**config.mk**
```make
export PLATFORM = sky130hd
export DESIGN_NAME = cpa_acc_ctrl
export DESIGN_NICKNAME = d
export VERILOG_FILES = /design/src/rtl/cpa_acc_pkg.sv /design/src/rtl/cpa_acc_opdec.sv /design/src/rtl/cpa_acc_ctrl.sv
export SDC_FILE = /design/constraint.sdc
export NUM_CORES = 1
export LEC_CHECK = 0
export ABC_AREA = 1
export BUFFER_PORTS_ARGS = -buffer_cell sky130_fd_sc_hd__buf_2
export CAP_MARGIN = 10
export CORE_UTILIZATION = 50
export CTS_CLUSTER_SIZE = 12
export DETAILED_ROUTE_END_ITERATION = 8
export PLACE_DENSITY_LB_ADDON = 0.08
export SETUP_SLACK_MARGIN = 0.05
export SLEW_MARGIN = 20
export SYNTH_ARGS = -nofsm -noshare
export SYNTH_HDL_FRONTEND = slang
export SYNTH_SLANG_ARGS = --single-unit
```
**constraint.sdc**
```tcl
create_clock -name clk -period 3.45 [get_ports clk]
set_clock_uncertainty 0.2 [all_clocks]
set_input_delay 0.345 -clock clk [delete_from_list [all_inputs] [get_ports clk]]
set_output_delay 0.345 -clock clk [all_outputs]
set_load 0.01 [all_outputs]
```
**src/rtl/cpa_acc_pkg.sv**
```systemverilog
// Shared op codes, state encoding and flag layout for the adder sequencing stage.
// Pure declarations; no latency or flow control of its own.
package cpa_acc_pkg;

  localparam int W = 4;

  localparam logic [2:0] OP_LOAD = 3'd0;
  localparam logic [2:0] OP_ADD  = 3'd1;
  localparam logic [2:0] OP_ADC  = 3'd2;
  localparam logic [2:0] OP_SUB  = 3'd3;
  localparam logic [2:0] OP_SBB  = 3'd4;
  localparam logic [2:0] OP_INC  = 3'd5;
  localparam logic [2:0] OP_DEC  = 3'd6;
  localparam logic [2:0] OP_CLR  = 3'd7;

  typedef enum logic {
    IDLE = 1'b0,
    WAIT = 1'b1
  } state_t;

  typedef struct packed {
    logic c;
    logic z;
    logic v;
  } flags_t;

endpackage

```
**src/rtl/cpa_acc_opdec.sv**
```systemverilog
// Op decode to adder operand b / carry-in, plus result flags from the settled adder outputs.
// Purely combinational; no backpressure.
module cpa_acc_opdec
  import cpa_acc_pkg::*;
(
  input  logic [2:0]   op_code_i,
  input  logic [W-1:0] d_i,
  input  logic         c_i,
  input  logic [W-1:0] a_i,
  input  logic [W-1:0] b_i,
  input  logic [W-1:0] s_i,
  input  logic         cout_i,
  output logic [W-1:0] b_o,
  output logic         cin_o,
  output logic         uses_adder_o,
  output flags_t       res_flags_o
);

  always_comb begin
    b_o          = '0;
    cin_o        = 1'b0;
    uses_adder_o = 1'b1;
    case (op_code_i)
      OP_ADD: b_o = d_i;
      OP_ADC: begin
        b_o   = d_i;
        cin_o = c_i;
      end
      OP_SUB: begin
        b_o   = ~d_i;
        cin_o = 1'b1;
      end
      // C acts as "no borrow" so it feeds carry-in directly
      OP_SBB: begin
        b_o   = ~d_i;
        cin_o = c_i;
      end
      OP_INC: cin_o = 1'b1;
      OP_DEC: b_o = '1;
      default: uses_adder_o = 1'b0;
    endcase
  end

  assign res_flags_o.c = cout_i;
  assign res_flags_o.z = (s_i == '0);
  assign res_flags_o.v = (a_i[W-1] == b_i[W-1]) && (s_i[W-1] != a_i[W-1]);

endmodule

```
**src/rtl/cpa_acc_ctrl.sv**
```systemverilog
// Accumulator/flag sequencer for an external ripple adder: LOAD/CLR result 1 cycle after accept,
// arithmetic captured SETTLE_CYCLES edges after accept; op_ready low (requests ignored) while waiting.
module cpa_acc_ctrl
  import cpa_acc_pkg::*;
#(
  parameter int SETTLE_CYCLES = 2
) (
  input  logic         clk,
  input  logic         rst,
  input  logic         op_valid,
  output logic         op_ready,
  input  logic [2:0]   op_code,
  input  logic [W-1:0] op_data,
  output logic         res_valid,
  output logic [W-1:0] acc,
  output logic         flag_c,
  output logic         flag_z,
  output logic         flag_v,
  output logic [W-1:0] cpa_a,
  output logic [W-1:0] cpa_b,
  output logic         cpa_cin,
  input  logic [W-1:0] cpa_s,
  input  logic         cpa_cout
);

  localparam logic [3:0] CNT_INIT = 4'(SETTLE_CYCLES - 1);

  state_t       state_q;
  logic [3:0]   cnt_q;
  logic [W-1:0] acc_q;
  logic [W-1:0] a_q;
  logic [W-1:0] b_q;
  logic         cin_q;
  logic         rv_q;
  flags_t       flags_q;

  logic [W-1:0] b_d;
  logic         cin_d;
  logic         uses_adder;
  flags_t       flags_d;

  cpa_acc_opdec u_opdec (
    .op_code_i    (op_code),
    .d_i          (op_data),
    .c_i          (flags_q.c),
    .a_i          (a_q),
    .b_i          (b_q),
    .s_i          (cpa_s),
    .cout_i       (cpa_cout),
    .b_o          (b_d),
    .cin_o        (cin_d),
    .uses_adder_o (uses_adder),
    .res_flags_o  (flags_d)
  );

  always_ff @(posedge clk or posedge rst) begin
    if (rst) begin
      state_q <= IDLE;
      cnt_q   <= '0;
      acc_q   <= '0;
      a_q     <= '0;
      b_q     <= '0;
      cin_q   <= 1'b0;
      rv_q    <= 1'b0;
      flags_q <= '0;
    end else begin
      rv_q <= 1'b0;
      if (state_q == IDLE) begin
        if (op_valid) begin
          if (uses_adder) begin
            a_q     <= acc_q;
            b_q     <= b_d;
            cin_q   <= cin_d;
            cnt_q   <= CNT_INIT;
            state_q <= WAIT;
          end else if (op_code == OP_CLR) begin
            acc_q   <= '0;
            flags_q <= '0;
            rv_q    <= 1'b1;
          end else begin
            acc_q     <= op_data;
            flags_q.z <= (op_data == '0);
            rv_q      <= 1'b1;
          end
        end
      end else begin
        // adder inputs have been stable for SETTLE_CYCLES edges once the count hits zero
        if (cnt_q == '0) begin
          acc_q   <= cpa_s;
          flags_q <= flags_d;
          rv_q    <= 1'b1;
          state_q <= IDLE;
        end else begin
          cnt_q <= cnt_q - 4'd1;
        end
      end
    end
  end

  assign op_ready  = (state_q == IDLE);
  assign res_valid = rv_q;
  assign acc       = acc_q;
  assign flag_c    = flags_q.c;
  assign flag_z    = flags_q.z;
  assign flag_v    = flags_q.v;
  assign cpa_a     = a_q;
  assign cpa_b     = b_q;
  assign cpa_cin   = cin_q;

endmodule

```
* Yosys cells after proc, flatten, opt, wreduce, memory -nomap -nowiden
Index checks and enable logic that the tools add are counted.
** Cells by class
- Bitwise gates (word level) :: 2
- Div/mod/pow operators :: 0
- Add/sub/neg operators :: 1
- Reductions and logical operators :: 16
- Equal/unequal tests :: 12
- Shift operators :: 0
- Muxes and demuxes :: 26
- Order comparisons :: 0
- Multipliers :: 0
** Operators with widths (number)
- two-way mux 4 bit :: 9
- == test 3 bit (second input constant) :: 4
- logical NOT 4 bit :: 3
- two-way mux 3 bit :: 4
- one-hot mux 4 bit (3 select lines) :: 1
- two-way mux 1 bit :: 11
- AND reduction 3 bit :: 3
- OR reduction 2 bit :: 4
- == test 3 x 2 -> 1 bit (second input constant) :: 2
- nonzero test 2 bit :: 3
- OR reduction 6 bit :: 1
- != test 2 bit (second input constant) :: 2
- inverter 4 bit :: 1
- AND reduction 4 bit :: 1
- subtractor 4 x 1 -> 4 bit (second input constant) :: 1
- == test 3 x 1 -> 1 bit (second input constant) :: 1
- != test 2 x 1 -> 1 bit (second input constant) :: 1
- one-hot mux 1 bit (2 select lines) :: 1
- == test 1 bit :: 1
- logical AND 1 bit :: 1
- != test 1 bit :: 1
- inverter 1 bit :: 1
** Word-level totals
- Memories :: 0
- Output and inout bits :: 18
- ROM bits :: 0
- Bits in latches :: 0
- Register bits after elaboration :: 22
- Memory bits (writable) :: 0
- Logic and storage cells :: 67

* Longest topological paths before layout
Gate-level depths: netlist (run 1).
- Depth in word-level cells :: 6
- Depth in mapped cells :: 8

* By module
Synthesis (run 1) repeated with hierarchy kept, for this count alone.
** Unflattened totals
- Cell total of the unflattened synthesis :: 170
- Area total of the unflattened synthesis :: 1272.5 µm²
** By module, submodules not included
- cpa_acc_ctrl :: times used 1, cells each 132, area an instance 1079.8 µm²
- cpa_acc_opdec :: times used 1, cells each 38, area an instance 192.7 µm²

* Worst setup path before layout (run 1)
Ideal clock, no wire load.
- Path kind :: reg-to-reg
- From :: register cnt_q[0]
- To :: register flags_q (netlist bit flag_v)
- Buffers on the path :: 0
- Path slack :: 1.979 ns
- Cell stages (with the launch flop) :: 6
- Clock period less this slack :: 1.471 ns
- Setup time :: 0.134 ns
- Arrival :: 1.137 ns
- Cells stage by stage :: dfrtp_1 -> inv_1 -> ha_1 -> nand4_1 -> o21ai_0 -> o22ai_1
** On the way
- Word-level cells in the longest chain between the ends :: 3
** RTL lines
- from (decl) :: RTL line cpa_acc_ctrl.sv:29 : logic [3:0] cnt_q;
- from (signal assigned) :: RTL line cpa_acc_ctrl.sv:94 : cnt_q <= cnt_q - 4'd1;
- logical NOT 4 bit :: RTL line cpa_acc_ctrl.sv:88 : if (cnt_q == '0) begin
- != test 2 x 1 -> 1 bit (no line)
- AND reduction 4 bit (no line)
- to (signal assigned) :: RTL line cpa_acc_ctrl.sv:90 : flags_q <= flags_d;
- to (decl) :: RTL line cpa_acc_ctrl.sv:35 : flags_t flags_q;
No other way between the ends.
A chain may end at the register's enable or synchronous reset.

* Final worst setup path (run 1)
Ends and elaborated chain as after synthesis.

==> results_dict.tcl, run 1 <==
set metrics [dict create \
    antenna_violations_before_repair 0 \
    drtPass1Iterations 7 \
    relSlewSlack_pct 45.5 \
    routability_congestion_estimate_from_global_placement 0.806 \
    syn_area_per_cell_um2 7.56 \
    avgViaCountPerCell 5.20 \
    track_usage_pct 23.8 \
    setup_viol_count_final 0 \
    flow.area_growth_from_synthesis_pct 18.8 \
    syn_inst 161 \
    timing.critical_path.buf_inv 1 \
    power_density_nw_per_um2 802 \
    layout.cells.non_filler 223 \
    timing.critical_path.slowest_stage_cell "dfrtp_1" \
    die_extent_in_x_um 51.3 \
    wire_length_of_the_first_global_routing_pass_um 4690 \
    final_nets 213 \
    design.portCount 33 \
    grt_overflow 0 \
    cp-start-kind "flop" \
    seq_area_frac_synth_pct 45.2 \
    insertion_delay_ps 310 \
    cts.path.max_buffers 2 \
    dp_cells 219 \
    post-dp-hpwl_um 1990 \
    cts_tree "done" \
    final_layout_size_suffix_gt1_share_pct 24.1 \
    worst_setup_hold_path_clk_slew_ps 130 \
    beginning_of_the_critical_path "cnt_q[0]$_DFFE_PP0P_" \
    worst_slew_pin_slew_ps 816 \
    htree_levels 1 \
    critical_path.cell_chain "inv_1 -> ha_1 -> nand4_1 -> o21ai_0 -> o22ai_1" \
    slowest_delay_ps 420 \
    r2r-end "flag_v$_DFFE_PP0P_" \
    synth_top_cells_by_area "dfrtp_1, nand2_1, nand3_1" \
    regToRegStartpoint "cnt_q[0]$_DFFE_PP0P_" \
    vias 1160 \
    grt_setup_unrepaired "false" \
    cts-root-buf "clkbuf_4" \
    cts_resized 0 \
    remaining_drc_errors 0 \
    type_of_the_worst_setup_path "reg2reg" \
    violations "negative hold slack" \
    fin_crit_ps 1730 \
    buffer_ports.inserted 32 \
    tns_ps 0 \
    post_cts.repair.setup_buffers 0 \
    worst_path_dominant_cell_family "flip-flops" \
    insertedDiodeCount 0 \
    ff2ff_path_depth 5 \
    power_leakage_nw 0.839 \
    synth_fp_nets 178 \
    endpoint_kind "flop" \
    type_of_the_worst_min_delay_path "in2async" \
    wirelength_um 2780 \
    yosys_warnings 0 \
    synth_largest_type_area_fraction_pct 45.2 \
    critical_path_depth 5 \
    timing.fmax_mhz 577 \
    data_arrival_time_of_the_worst_path_ps 1730 \
    routedWlPerCell_um 12.5 \
    synth_top_cell_by_area "dfrtp_1" \
    crit_path_max_fanout 9 \
    placement_rows 17 \
    dieArea_um2 2640 \
    detailedRoute.firstIterationViolations 37 \
    clk_sink_count 22 \
    final.fill_count 212 \
    final.period_utilization_pct 50.3 \
    dieHeight_um 51.3 \
    finalMaxSlewViolations 0 \
    synth.lib_cells_used.distinct 23 \
    cts_buffers 3 \
    first_global_vias 1100 \
    timing.max_cap.violations 0 \
    worstSetupEndpoint "flag_v$_DFFE_PP0P_" \
    ctsHoldBuffers 0 \
    netlist_area_um2 1220 \
    irDropWorstVdd_mv 0.475 \
    result_of_the_run "finished, violations left" \
    drtAntennaViolNets 0 \
    finalHoldViolCount 22 \
    maximum_number_of_pins_on_one_net_before_global_route_repair 23 \
    r2r_slack_ps 1720 \
    whs_ps -35.5 \
    initial_utilization_pct 54.0 \
    data_required_time_at_the_worst_endpoint_ps 3450 \
    utilization_pct 64.2 \
    synth-seq-cells 22 \
    coreArea_um2 2250 \
]
[metrics by stage]
| stage | hold WS [ps] | area [um^2] | power [W] | setup slack (ps) |
|---|---|---|---|---|
| global placement | 256 | 1390 | 0.000946 | 1790 |
| global route | 41.4 | 1450 | 0.00126 | 1610 |
| floorplan | 134 | 1220 | 0.000799 | 1980 |
| finish | -35.5 | 1450 | 0.00116 | 1720 |
| CTS | 10.5 | 1450 | 0.00116 | 1730 |
| detailed placement | 261 | 1390 | 0.000964 | 1750 |
[cells by family after synthesis]
| kind of cell | Yosys count | share of synthesized area, % |
|---|---|---|
| flip-flops | 22 | 45.2 |
| adder cells (fa/ha/maj) | 2 | 2.06 |
| XOR/XNOR | 1 | 0.720 |
| buffers and inverters | 19 | 6.99 |
| AND/OR/NAND/NOR | 109 | 41.3 |
| AO/OA/AOI/OAI | 8 | 3.70 |
[state kept, by name, summed over array words and instances (netlist names)]
register	cells
acc	4
cnt_q	4
cpa_a	4
cpa_b	4
cpa_cin	1
flag_c	1
flag_v	1
flag_z	1
res_valid	1
state_q	1
[how the worst min path moves through the flow]
stage / start / depth (start not counted) / slack [ps] / endpoint
after floorplan: rst / 1 / 130 / acc[0]$_DFFE_PP0P_
after global placement: cpa_b[0]$_DFFE_PP0P_ / 2 / 260 / cpa_b[0]$_DFFE_PP0P_
after detailed placement: cpa_b[2]$_DFFE_PP0P_ / 2 / 260 / cpa_b[2]$_DFFE_PP0P_
after CTS: rst / 2 / 10 / cpa_b[2]$_DFFE_PP0P_
after global routing: rst / 2 / 40 / cpa_a[3]$_DFFE_PP0P_
final: rst / 2 / -40 / cpa_b[3]$_DFFE_PP0P_
[power breakdown]
part           total [W]  internal (W)  switching, W
clock           0.000201      0.000117     0.0000834
sequential      0.000451      0.000370     0.0000813
combinational   0.000508      0.000197      0.000311
total            0.00116      0.000685      0.000475
[layout by cell type (no fill, tap or decap)]
cell type / Yosys / routed
nand2_1: 60 / 60
buf_2: 0 / 32
nand3_1: 24 / 24
dfrtp_1: 22 / 22
inv_1: 14 / 14
nor2_1: 7 / 7
nand4_1: 5 / 5
nand2_2: 4 / 4
o21ai_0: 4 / 4
nand3b_1: 4 / 4
clkbuf_4: 0 / 3
inv_2: 2 / 2
o22ai_1: 2 / 2
ha_1: 2 / 2
inv_4: 1 / 1
nand4_2: 1 / 1
nand3_2: 1 / 1
nand2_4: 1 / 1
or2_2: 1 / 1
xnor2_1: 1 / 1
a21oi_1: 1 / 1
nor3_1: 1 / 1
o211ai_1: 1 / 1
bufinv_16: 0 / 1
[cell usage after synthesis]
cell type	instances
buf_4	1
ha_1	2
inv_1	14
buf_6	1
inv_4	1
nand2_1	60
nand3b_1	4
nand2_2	4
nand2_4	1
dfrtp_1	22
nand3_1	24
o21ai_0	4
nand4_2	1
nand3_2	1
a21oi_1	1
nor2_1	7
inv_2	2
o211ai_1	1
nand4_1	5
o22ai_1	2
or2_2	1
xnor2_1	1
nor3_1	1
[cell type report]
class / instances / area, um^2 / area share (%)
inverter: 17 / 66.3 / 4.58
sequential: 22 / 551 / 38.1
clock buffer: 3 / 22.5 / 1.56
timing repair buffer: 32 / 160 / 11.1
multi-input combinational: 120 / 582 / 40.2
clock inverter: 1 / 30.0 / 2.08
tap: 28 / 35.0 / 2.42
[metal layers]
metal | GRT usage, % | up-vias | share of wire [%] | wire length [um]
met5 | 0 | - | 0 | 0
met3 | 4.76 | 6 | 4.8 | 133
met4 | 8.56 | 0 | 1.0 | 29
met1 | 28.7 | 524 | 46 | 1280
li1 | - | 593 | - | -
met2 | 41.9 | 37 | 48 | 1340
(Power assumes the default switching activity.)
==> inputs of run 2 (changes only) <==
Settings changed: CORE_UTILIZATION 50 to 46.
Clock period 3.45 ns to 1.4 ns, I/O delays scaled along.
==> run 2 against run 1 <==
Against the previous run: the flow finishes with violations (negative setup slack); first-iteration DRC count down 30%; total power rose to 3.1 times the previous value; critical endpoint is now acc[3]$_DFFE_PP0P_; largest power group unchanged; maximum frequency up 20%; core utilization up 7.5 points.
==> results_dict.tcl, run 2 (synthesis results as in run 1) <==
set metrics [dict create \
    result_of_the_run "finished, violations left" \
    violations "negative setup slack" \
    die_extent_in_x_um 53.4 \
    irDropWorstVdd_mv 1.46 \
    crit_path_max_fanout 6 \
    data_arrival_time_of_the_worst_path_ps 1510 \
    timing.max_cap.violations 0 \
    coreArea_um2 2500 \
    regToRegStartpoint "cnt_q[1]$_DFFE_PP0P_" \
    worst_slew_pin_slew_ps 283 \
    final.fill_count 190 \
    relSlewSlack_pct 81.2 \
    initial_utilization_pct 48.7 \
    clk_sink_count 22 \
    finalMaxSlewViolations 0 \
    type_of_the_worst_setup_path "reg2reg" \
    postLayoutSetupSlackWorst_ps -44.6 \
    avgViaCountPerCell 5.21 \
    setup_viol_count_final 7 \
    r2r_slack_ps -40 \
    worstSetupEndpoint "acc[3]$_DFFE_PP0P_" \
    detailedRoute.firstIterationViolations 26 \
    drtPass1Iterations 4 \
    cp-start-kind "flop" \
    r2r-end "acc[3]$_DFFE_PP0P_" \
    cts_tree "done" \
    data_required_time_at_the_worst_endpoint_ps 1460 \
    layout.cells.most_common "nand2_1" \
    slowest_delay_ps 410 \
    utilization_pct 71.6 \
    routedWlPerCell_um 12.8 \
    track_usage_pct 24.2 \
    worst_setup_hold_path_clk_slew_ps 130 \
    cts-root-buf "clkbuf_4" \
    maximum_number_of_pins_on_one_net_before_global_route_repair 23 \
    ff2ff_path_depth 7 \
    grt_setup_unrepaired "true" \
    endpoint_kind "flop" \
    insertion_delay_ps 310 \
    power_leakage_nw 0.977 \
    htree_levels 1 \
    dieArea_um2 2860 \
    vias 1302 \
    design.portCount 33 \
    netSwitchingPower_w 0.00142 \
    finalHoldViolCount 0 \
    layout.cells.most_common_list "nand2_1, buf_2, nand3_1, dfrtp_1, buf_4" \
    insertedDiodeCount 0 \
    register_area_um2 552 \
    power_density_nw_per_um2 1990 \
    type_of_the_worst_min_delay_path "in2reg" \
    timing.fmax_mhz 692 \
    final.period_utilization_pct 103 \
    postLayoutCellArea_um2 1790 \
    placement_rows 18 \
    share_seq_of_total_power_pct 31.0 \
    remaining_drc_errors 0 \
    critical_path_depth 7 \
    drtAntennaViolNets 0 \
    antenna_violations_before_repair 0 \
    grt_overflow 0 \
    worst_path_dominant_cell_family "flip-flops" \
    intPower_w 0.00215 \
    timing.hold.worst_path_depth 5 \
    wirelength_um 3200 \
    beginning_of_the_critical_path "cnt_q[1]$_DFFE_PP0P_" \
    post-dp-hpwl_um 2230 \
    cts.path.max_buffers 2 \
    clockPowerShare_pct 13.8 \
    final_layout_size_suffix_gt1_share_pct 39.1 \
    fin_crit_ps 1440 \
    final_nets 238 \
    power_frac_comb_pct 55.2 \
    flow.area_growth_from_synthesis_pct 47.1 \
    placed_area_um2 1510 \
    wire_length_of_the_first_global_routing_pass_um 4920 \
    dieHeight_um 53.4 \
    total_area_of_multi_input_combinational_cells_um2 683 \
    sw_frac_of_total_pct 39.8 \
    routability_congestion_estimate_from_global_placement 0.869 \
    first_global_vias 1186 \
    timing.critical_path.buf_inv 2 \
    cts_buffers 3 \
    timing.critical_path.slowest_stage_cell "dfrtp_1" \
    buffer_ports.inserted 32 \
    critical_path.cell_chain "inv_2 -> ha_4 -> nand4_1 -> buf_6 -> nand2_8 -> nand2_2 -> nand2_1" \
]
[run 2: cell types whose count changed in the layout (fill, tap and decap cells not counted), sizes merged]
cell,before,now
clkinv,0,1
inv,17,16
dlygate4sd3,0,5
buf,32,52
[run 2: layout make-up]
class | count | share of cell area (%)
Timing Repair Buffer | 57 | 22.0
Sequential cell | 22 | 30.8
Tap cell | 30 | 2.10
Multi-Input combinational cell | 120 | 38.2
Inverter | 17 | 3.98
Clock buffer | 3 | 1.26
Clock inverter | 1 | 1.68
[run 2: timing repair]
action	in CTS	in global routing
resized for setup	19	7
setup buffers	7	1
hold buffers	5	0
pin swaps	6	4
endpoints found under the setup margin	19	22
endpoints found under the hold margin	25	0
[run 2: power by group through the flow]
stage	registers, W	logic, W	clock network, W
after floorplan	0.00119	0.000837	0
after global placement	0.00111	0.00141	0
after detailed placement	0.00111	0.00145	0
after CTS	0.00110	0.00189	0.000498
after global routing	0.00114	0.00217	0.000528
final	0.00111	0.00197	0.000492
[run 2: worst reg2reg max path, delay by kind of cell, from the launching register on]
| family | cells | cell delay, ps |
|---|---|---|
| adder cells (fa/ha/maj) | 1 | 140 |
| buffers and inverters | 2 | 300 |
| flip-flops | 1 | 410 |
| AND/OR/NAND/NOR | 4 | 360 |
[run 2: worst min path at each step]
stage | startpoint | slack (ps) | to
floorplan | rst | -70 | acc[0]$_DFFE_PP0P_
global placement | rst | -20 | cpa_a[1]$_DFFE_PP0P_
detailed placement | rst | -10 | cpa_a[0]$_DFFE_PP0P_
CTS | cpa_s[0] | 0.8 | flag_z$_DFFE_PP0P_
global route | cpa_s[3] | 10 | flag_v$_DFFE_PP0P_
finish | op_data[0] | 20 | acc[0]$_DFFE_PP0P_
[run 2: layer usage]
layer	up-vias	routed length, um	GRT usage (%)
met4	0	103	15.4
met3	10	114	2.87
met1	606	1470	31.3
met2	43	1510	37.7
met5	-	0	0
li1	643	-	-
[run 2: per-stage QoR]
step | power [W] | std cells | hold slack [ps] | setup TNS [ps] | setup slack (ps)
floorplan | 0.00202 | 161 | -70.8 | -25.0 | -21.3
global placement | 0.00252 | 233 | -15.1 | -41.9 | -19.3
detailed placement | 0.00256 | 233 | -11.5 | -296 | -61.4
CTS | 0.00349 | 249 | 0.820 | 0 | 9.68
global route | 0.00384 | 250 | 14.4 | -808 | -98.6
finish | 0.00357 | 250 | 19.4 | -245 | -44.6
==> inputs of run 3 (changes only) <==
==> constraint.sdc (replaced) <==
create_clock -name clk -period 1.4 [get_ports clk]
set_clock_uncertainty 0.2 [all_clocks]
set_input_delay 0.21 -clock clk [delete_from_list [all_inputs] [get_ports clk]]
set_output_delay 0.21 -clock clk [all_outputs]
set_load 0.01 [all_outputs]
==> run 3 against run 2 <==
Against the previous run: the run still ends with negative setup slack left; maximum frequency down 1.7%; sequential power about the same; worst setup slack worse by 24 ps; critical path type unchanged; highest routed layer unchanged.
==> results_dict.tcl, run 3 (synthesis results as in run 1) <==
set metrics [dict create \
    power_leakage_nw 0.998 \
    antenna_violations_before_repair 0 \
    detailedRoute.firstIterationViolations 34 \
    irDropWorstVdd_mv 1.66 \
    grt_overflow 0 \
    coreArea_um2 2500 \
    buffer_ports.inserted 32 \
    layout.cells.most_common_list "nand2_1, buf_2, nand3_1, dfrtp_1, buf_4" \
    post-dp-hpwl_um 2280 \
    relSlewSlack_pct 80.7 \
    flow.area_growth_from_synthesis_pct 50.8 \
    postLayoutSetupSlackWorst_ps -68.9 \
    cts_tree "done" \
    design.portCount 33 \
    critical_path.cell_chain "inv_1 -> nand4_1 -> buf_6 -> nand3_1 -> nand2_1" \
    clk_sink_count 22 \
    final.period_utilization_pct 105 \
    crit_path_max_fanout 6 \
    avgViaCountPerCell 5.29 \
    drtPass1Iterations 5 \
    data_arrival_time_of_the_worst_path_ps 1480 \
    insertedDiodeCount 0 \
    worst_setup_hold_path_clk_slew_ps 130 \
    preCtsSetupSlack_ps -71.8 \
    vias 1344 \
    timing.fmax_mhz 681 \
    insertion_delay_ps 300 \
    dieArea_um2 2860 \
    timing.critical_path.slowest_stage_cell "dfrtp_1" \
    timing.max_cap.violations 0 \
    worst_slew_pin_slew_ps 290 \
    cp-start-kind "flop" \
    htree_levels 1 \
    final_layout_size_suffix_gt1_share_pct 41.5 \
    type_of_the_worst_setup_path "reg2reg" \
    setup_viol_count_final 12 \
    result_of_the_run "finished, violations left" \
    placed_area_um2 1550 \
    track_usage_pct 24.5 \
    cts-root-buf "clkbuf_4" \
    routability_congestion_estimate_from_global_placement 0.831 \
    fin_crit_ps 1470 \
    wire_length_of_the_first_global_routing_pass_um 4940 \
    grt_setup_unrepaired "true" \
    endpoint_kind "flop" \
    remaining_drc_errors 0 \
    die_extent_in_x_um 53.4 \
    cts_buffers 3 \
    violations "negative setup slack" \
    cts.path.max_buffers 2 \
    placement_rows 18 \
    finalHoldViolCount 0 \
    final_nets 242 \
    maximum_number_of_pins_on_one_net_before_global_route_repair 23 \
    dieHeight_um 53.4 \
    wirelength_um 3510 \
    power_density_nw_per_um2 2020 \
    drtAntennaViolNets 0 \
    first_global_vias 1196 \
    layout.cells.most_common "nand2_1" \
    type_of_the_worst_min_delay_path "in2reg" \
    finalMaxSlewViolations 0 \
    initial_utilization_pct 48.7 \
    data_required_time_at_the_worst_endpoint_ps 1410 \
    slowest_delay_ps 440 \
    routedWlPerCell_um 13.8 \
    postLayoutCellArea_um2 1840 \
]
[run 3: cell types whose count changed in the layout (fill, tap and decap cells not counted), sizes merged]
cell	change
buf	+6
dlygate4sd3	-3
nand2	+1
[run 3: through the flow]
| step | power (W) | std cells | hold slack [ps] | util (%) | TNS, ps |
|---|---|---|---|---|---|
| final | 0.00371 | 254 | 56.3 | 73.4 | -570 |
| after floorplan | 0.00202 | 161 | -0.774 | - | -25.0 |
| after CTS | 0.00341 | 251 | 36.6 | 69.6 | -84.5 |
| after global routing | 0.00395 | 254 | 62.4 | 73.4 | -948 |
| after detailed placement | 0.00260 | 238 | 59.7 | 61.9 | -245 |
| after global placement | 0.00255 | 238 | 56.0 | 61.9 | -10.9 |
[run 3: per-layer routing]
layer  global-route usage (%)  up-vias  wire, um
met1                     31.5      647      1530
met4                     8.33        0        32
met5                        0        -         0
met3                     2.59        5       148
met2                     41.9       39      1800
li1                         -      653         -
[run 3: what timing repair did]
item                                    in CTS  in global routing
pin swaps                                    8                  3
hold buffers                                 2                  0
gates resized for setup                     16                 16
gates cloned                                 1                  0
buffers inserted                             6                  3
endpoints found under the setup margin      20                 21
hold endpoints to repair                    23                  0
[run 3: where the power goes]
part / internal, W / switching (W)
clock network: 0.000289 / 0.000200
registers: 0.000915 / 0.000199
logic: 0.000989 / 0.00112
[run 3: layout make-up]
class                      instances  area, um^2
clock buffer                       3        22.5
clock inverter                     1        30.0
fill                             179         664
inverter                          17        76.3
multi-input combinational        121         713
sequential                        22         552
tap                               30        37.5
timing repair buffer              60         404
[run 3: worst paths after layout]
kind | from | slack (ps) | depth (start not counted) | endpoint
min in group asynchronous | rst | 270 | 4 | cpa_a[0]$_DFFE_PP0P_
max in group asynchronous | rst | 490 | 4 | state_q$_DFF_PP0_
worst max register to register | cnt_q[2]$_DFFE_PP0P_ | -70 | 5 | acc[1]$_DFFE_PP0P_
worst min-delay path | cpa_s[1] | 60 | 5 | acc[1]$_DFFE_PP0P_
worst min register to register | cpa_a[1]$_DFFE_PP0P_ | 290 | 2 | cpa_a[1]$_DFFE_PP0P_
worst max-delay path | cnt_q[2]$_DFFE_PP0P_ | -70 | 5 | acc[1]$_DFFE_PP0P_
[run 3: worst max-delay path: cells and delay by family, from the launching register on]
| family | cells | cell delay (ps) |
|---|---|---|
| buf+inv | 2 | 380 |
| simple gates | 3 | 350 |
| flops | 1 | 440 |
